### src/rtl/uart_pkg.sv
// uart_pkg: shared UART constants (state encoding, parity types, prescale width)
// Used by both the transmitter and the receiver of the link.
package uart_pkg;
    localparam int PRESCALE_WIDTH = 6;
    localparam logic [2:0] IDLE   = 3'd0;
    localparam logic [2:0] START  = 3'd1;
    localparam logic [2:0] DATA   = 3'd2;
    localparam logic [2:0] PARITY = 3'd3;
    localparam logic [2:0] STOP   = 3'd4;
    localparam logic PARITY_EVEN = 1'b0;
    localparam logic PARITY_ODD  = 1'b1;
endpackage

### src/rtl/uart_tx_bit_timer.sv
// uart_tx_bit_timer: per-bit prescale cycle counter with a one-cycle bit_done pulse
// Ports: clk, reset (async active-low), i_clear (frame accept), i_en (frame active),
//        i_prescale (latched cycles per bit, 0 acts as 1), o_bit_done (last cycle of a bit)
module uart_tx_bit_timer
    import uart_pkg::*;
(
    input  logic                      clk,
    input  logic                      reset,
    input  logic                      i_clear,
    input  logic                      i_en,
    input  logic [PRESCALE_WIDTH-1:0] i_prescale,
    output logic                      o_bit_done
);
    logic [PRESCALE_WIDTH-1:0] r_cnt;
    logic [PRESCALE_WIDTH-1:0] w_last;

    assign w_last     = (i_prescale == '0) ? '0 : i_prescale - 1'b1;
    assign o_bit_done = i_en && (r_cnt == w_last);

    always_ff @(posedge clk or negedge reset) begin
        if (!reset)
            r_cnt <= '0;
        else if (i_clear)
            r_cnt <= '0;
        else if (i_en)
            r_cnt <= o_bit_done ? '0 : r_cnt + 1'b1;
    end
endmodule

### src/rtl/uart_transmitter.sv
// uart_transmitter: serializes a DATA_WIDTH word as start, data LSB-first, optional parity, stop
// Ports: clk, reset (async active-low), parity_enable, parity_type (0 even / 1 odd),
//        prescale (cycles per bit), parallel_data, data_valid (sampled while idle),
//        serial_data (line, idle high), busy (frame in progress)
// Build option: UART_TX_TWO_STOP_EN defined -> two stop bits instead of one.
module uart_transmitter
    import uart_pkg::*;
#(
    parameter int DATA_WIDTH = 8
) (
    input  logic                      clk,
    input  logic                      reset,
    input  logic                      parity_enable,
    input  logic                      parity_type,
    input  logic [PRESCALE_WIDTH-1:0] prescale,
    input  logic [DATA_WIDTH-1:0]     parallel_data,
    input  logic                      data_valid,
    output logic                      serial_data,
    output logic                      busy
);
    localparam int BIT_W = (DATA_WIDTH > 1) ? $clog2(DATA_WIDTH) : 1;
    localparam logic [BIT_W-1:0] LAST_BIT = BIT_W'(DATA_WIDTH - 1);
`ifdef UART_TX_TWO_STOP_EN
    localparam logic [BIT_W-1:0] LAST_STOP = BIT_W'(1);
`else
    localparam logic [BIT_W-1:0] LAST_STOP = '0;
`endif

    logic [2:0]                r_state;
    logic [DATA_WIDTH-1:0]     r_shift;
    logic [BIT_W-1:0]          r_bit_cnt;
    logic                      r_par_en;
    logic                      r_parity;
    logic [PRESCALE_WIDTH-1:0] r_prescale;
    logic                      w_accept;
    logic                      w_bit_done;

    assign w_accept = (r_state == IDLE) && data_valid;

    uart_tx_bit_timer u_timer (
        .clk        (clk),
        .reset      (reset),
        .i_clear    (w_accept),
        .i_en       (r_state != IDLE),
        .i_prescale (r_prescale),
        .o_bit_done (w_bit_done)
    );

    // The bit counter also counts stop bits, so it is reused for the two-stop option.
    always_ff @(posedge clk or negedge reset) begin
        if (!reset) begin
            r_state     <= IDLE;
            r_shift     <= '0;
            r_bit_cnt   <= '0;
            r_par_en    <= 1'b0;
            r_parity    <= 1'b0;
            r_prescale  <= '0;
            serial_data <= 1'b1;
            busy        <= 1'b0;
        end else if (w_accept) begin
            r_state     <= START;
            r_shift     <= parallel_data;
            r_par_en    <= parity_enable;
            r_parity    <= (^parallel_data) ^ (parity_type == PARITY_ODD);
            r_prescale  <= prescale;
            serial_data <= 1'b0;
            busy        <= 1'b1;
        end else if (w_bit_done) begin
            case (r_state)
                START: begin
                    r_state     <= DATA;
                    serial_data <= r_shift[0];
                    r_shift     <= r_shift >> 1;
                end
                DATA: begin
                    if (r_bit_cnt == LAST_BIT) begin
                        r_bit_cnt   <= '0;
                        r_state     <= r_par_en ? PARITY : STOP;
                        serial_data <= r_par_en ? r_parity : 1'b1;
                    end else begin
                        r_bit_cnt   <= r_bit_cnt + 1'b1;
                        serial_data <= r_shift[0];
                        r_shift     <= r_shift >> 1;
                    end
                end
                PARITY: begin
                    r_state     <= STOP;
                    serial_data <= 1'b1;
                end
                STOP: begin
                    if (r_bit_cnt == LAST_STOP) begin
                        r_bit_cnt <= '0;
                        r_state   <= IDLE;
                        busy      <= 1'b0;
                    end else begin
                        r_bit_cnt <= r_bit_cnt + 1'b1;
                    end
                end
                default: r_state <= IDLE;
            endcase
        end
    end
endmodule

### config.mk
export PLATFORM = sky130hd
export DESIGN_NAME = uart_transmitter
export DESIGN_NICKNAME = d
export VERILOG_FILES = /design/src/rtl/uart_pkg.sv /design/src/rtl/uart_tx_bit_timer.sv /design/src/rtl/uart_transmitter.sv
export SDC_FILE = /design/constraint.sdc
export NUM_CORES = 1
export LEC_CHECK = 0
export ABC_AREA = 1
export CAP_MARGIN = 15
export CORE_ASPECT_RATIO = 2
export CORE_UTILIZATION = 56
export DETAILED_ROUTE_END_ITERATION = 7
export GPL_ROUTABILITY_DRIVEN = 0
export GPL_TIMING_DRIVEN = 0
export PLACE_DENSITY = 0.79
export SYNTH_ARGS = -nofsm -noshare
export SYNTH_HDL_FRONTEND = slang
export SYNTH_SLANG_ARGS = --single-unit
export TNS_END_PERCENT = 5
### constraint.sdc
create_clock -name clk -period 2 [get_ports clk]
set_clock_uncertainty 0.1 [all_clocks]
set_input_delay 0.3 -clock clk [delete_from_list [all_inputs] [get_ports clk]]
set_output_delay 0.3 -clock clk [all_outputs]
set_load 0.1 [all_outputs]
==> impl_metrics.tcl <==
set metrics [dict create \
    period_share_pct 95.4 \
    start_util_pct 59.4 \
    critPathMaxStageDelay_ns 0.46 \
    fp.dieH_um 84.7 \
    h-tree-depth 2 \
    vdd_drop_max_v 0.000909 \
    rows 29 \
    grtUsageTotal_pct 25.4 \
    cpMostUsedCell "nand2_1" \
    final_area_mm2 0.00234 \
    grt_max_degree 19 \
    syn_area_mm2 0.00192 \
    p_leak_nw 1.22 \
    synthMuxAreaShare_pct 0 \
    yosys.area_share.simple_pct 38.9 \
    synthXorXnorAreaFrac_pct 5.48 \
    outcome "completed" \
    design.die.area_mm2 0.00368 \
    coreArea_mm2 0.00323 \
    clockBufferDepth 2 \
    first_global_vias 1697 \
    ys_seq_area_share_pct 39.2 \
    cts.sinks 30 \
    worstSetupEndpointType "flip-flop" \
    syn_inst 265 \
    setup_viol 0 \
    crit_path_cell_trace "nor2_2 > nand2_1 > o21ai_2 > nand2_1 > nand2_1 > nand2_1 > nor2_4 > nand2_4 > nand2_8 > nand2_2 > nand2_1 > nand2_1" \
    syn-num-nets 289 \
    path_max_fanout 8 \
    tightest_slew_ns 0.949 \
    design.portCount 21 \
    switching_share_pct 46.6 \
    yosysWarnings 0 \
    power_density_mw_per_mm2 1390 \
    hold_violations 0 \
    finalMaxSlewViolations 0 \
    initialDrtViolationCount 44 \
    cts_hold_buf 0 \
    drt_wl_total_um 4120 \
    ff2ff_setup_slack_ns 0.09 \
    route.detailed.drc 0 \
    die_w_um 43.4 \
    clock.fmax_mhz 524 \
    power.total_mw 3.26 \
    required_ns 2.08 \
    ys_ff_latch 30 \
    dr.pass1.iters 4 \
    hp-class "in2async" \
    place_area_mm2 0.00218 \
    grt_pass1_wl_um 6910 \
    drive_above_1_share_pct 12.9 \
    antennaDiodeCount 0 \
    synth_area_leaders "dfrtp_1 38%, nand2_1 19%, inv_1 6.7%" \
    syn_avg_cell_area_um2 7.23 \
    placed_cells_incl_taps 317 \
    layout_min_cycle_time_ns 1.91 \
    p_seq_share_pct 31.5 \
    slowest_stage "dfrtp_2" \
    max_slew_margin_pct 37.0 \
    ys_types 27 \
    internal_power_mw 1.74 \
    cts_tree "yes" \
    synth_top_area_share_pct 37.9 \
    postRouteAntennaNets 0 \
    arrival_ns 1.99 \
    hpwl_um 3000 \
    antenna_found_initial 0 \
    synth.largest_area_cell "dfrtp_1" \
    vias 1767 \
    via_per_inst 5.42 \
    area_delta_synth_final_pct 21.9 \
    synthAdderAreaFrac_pct 3.26 \
    wl_per_cell_um 12.6 \
    fin_cells 326 \
    power_frac_clock_pct 15.7 \
    path_class "reg2reg" \
    clockRootBuffer "clkbuf_8" \
    utilization_pct 72.3 \
    numCtsBuffers 5 \
    start_kind "flip-flop" \
    clk_latency_ns 0.29 \
    grt_setup_unrepaired "yes" \
    portBuffers 20 \
    synth_top_family_by_area "simple AND/OR/NAND/NOR gates" \
    max-cap-violations 0 \
    cts.clk_slew.worst_paths_ns 0.06 \
    grt_overflow 0 \
    switchingPower_mw 1.52 \
    comb_power_share_pct 52.8 \
    fin_nets 318 \
    synth_compound_area_share_pct 5.03 \
]
[path summary, 6_finish.rpt]
path,startpoint,to,cells after the start
worst max-delay path,r_prescale[2]$_DFFE_PN0P_,r_state[0]$_DFFE_PN0P_,12
worst min-delay path,reset,r_prescale[0]$_DFFE_PN0P_,1
worst max register to register,r_prescale[2]$_DFFE_PN0P_,r_state[0]$_DFFE_PN0P_,12
worst min register to register,r_state[1]$_DFFE_PN0P_,r_state[1]$_DFFE_PN0P_,2
max in group asynchronous,reset,serial_data$_DFFE_PN1P_,2
min in group clk,r_state[1]$_DFFE_PN0P_,r_state[1]$_DFFE_PN0P_,2
[cell type report]
| cell class | count | area, um2 |
|---|---|---|
| Timing Repair Buffer | 22 | 235 |
| Sequential cell | 30 | 753 |
| Tap cell | 31 | 38.8 |
| Fill cell | 255 | 893 |
| Buffer | 4 | 25.0 |
| Multi-Input combinational cell | 196 | 1060 |
| Inverter | 35 | 136 |
| Clock buffer | 7 | 86.3 |
| Clock inverter | 1 | 5.00 |
[cells in the mapped netlist]
library cell,number
o21ai_0,10
buf_6,1
inv_1,34
a21oi_1,5
nor2_2,3
ha_1,5
inv_2,1
dfstp_2,1
nand2_4,3
o21ai_2,1
nand3b_1,2
nor2_1,15
nand2_2,4
nand3b_4,1
o22ai_1,2
nand2_1,99
nand4_1,4
nand3_1,25
xnor2_1,4
xor2_1,8
clkbuf_1,2
buf_2,1
nand3_2,1
nand3_4,1
dfrtp_1,29
nor3_1,1
nor2_4,2
[registers in the layout, indices dropped and copies added (netlist names)]
register and flops:
busy 1, serial_data 1, r_parity 1, r_par_en 1
r_bit_cnt 3, r_prescale 6, u_timer.r_cnt 6, r_shift 8
r_state 3
[cell usage in the layout, fill, tap and decap left out, types with 2 or more instances in the layout]
| cell | instances |
|---|---|
| o21ai_0 | 10 |
| nor2_1 | 14 |
| nand3b_1 | 2 |
| a21oi_1 | 5 |
| xor2_1 | 7 |
| nand3_2 | 2 |
| clkbuf_8 | 6 |
| buf_2 | 2 |
| nand2_1 | 99 |
| nor2_4 | 4 |
| clkbuf_1 | 2 |
| nand3_1 | 24 |
| nand2_4 | 2 |
| inv_1 | 32 |
| nand2_2 | 4 |
| nand4_1 | 4 |
| o22ai_1 | 2 |
| xnor2_1 | 4 |
| nor2_2 | 2 |
| clkdlybuf4s50_1 | 18 |
| ha_1 | 4 |
| inv_4 | 2 |
| dfrtp_1 | 28 |
[critical path, delay by kind of cell (launching register included)]
kind,cells,cell delay [ns]
simple gates,11,1.07
flops,1,0.46
compound gates,1,0.17
[power by group through the flow]
stage / clock network (mW) / registers, mW / logic [mW]
after floorplan: 0 / 1.00 / 1.26
after global placement: 0 / 1.00 / 1.57
after detailed placement: 0 / 1.01 / 1.61
after CTS: 0.520 / 1.00 / 1.64
after global routing: 0.541 / 1.05 / 1.94
final: 0.512 / 1.02 / 1.72
[per-stage QoR]
step | hold WS (ns) | worst slack [ns] | setup TNS (ns)
global placement | 0.358 | -0.0947 | -1.20
floorplan | -0.0956 | 0.138 | 0
finish | 0.333 | 0.0926 | 0
global route | 0.394 | -0.0291 | -0.108
CTS | 0.351 | 0.0267 | 0
detailed placement | 0.379 | -0.147 | -1.61
[kinds of logic after synthesis]
group | count (synthesis)
xor+xnor | 12
fa+ha+maj | 5
flops | 30
simple gates | 161
compound gates | 18
buf+inv | 39
[what timing repair did]
action	4_1_cts	5_1_grt
pin swaps	0	3
setup buffers	0	1
gates resized for setup	7	13
setup endpoints to repair	24	29
[routing by layer]
layer,vias to the layer above,part of all wire [%],global-route usage [%]
li1,882,-,-
met1,840,38,26.2
met2,36,57,45.2
met3,9,2.5,4.30
met4,0,2.6,15.6
met5,-,0,0
Note: power is estimated with default switching activity, not from simulation.
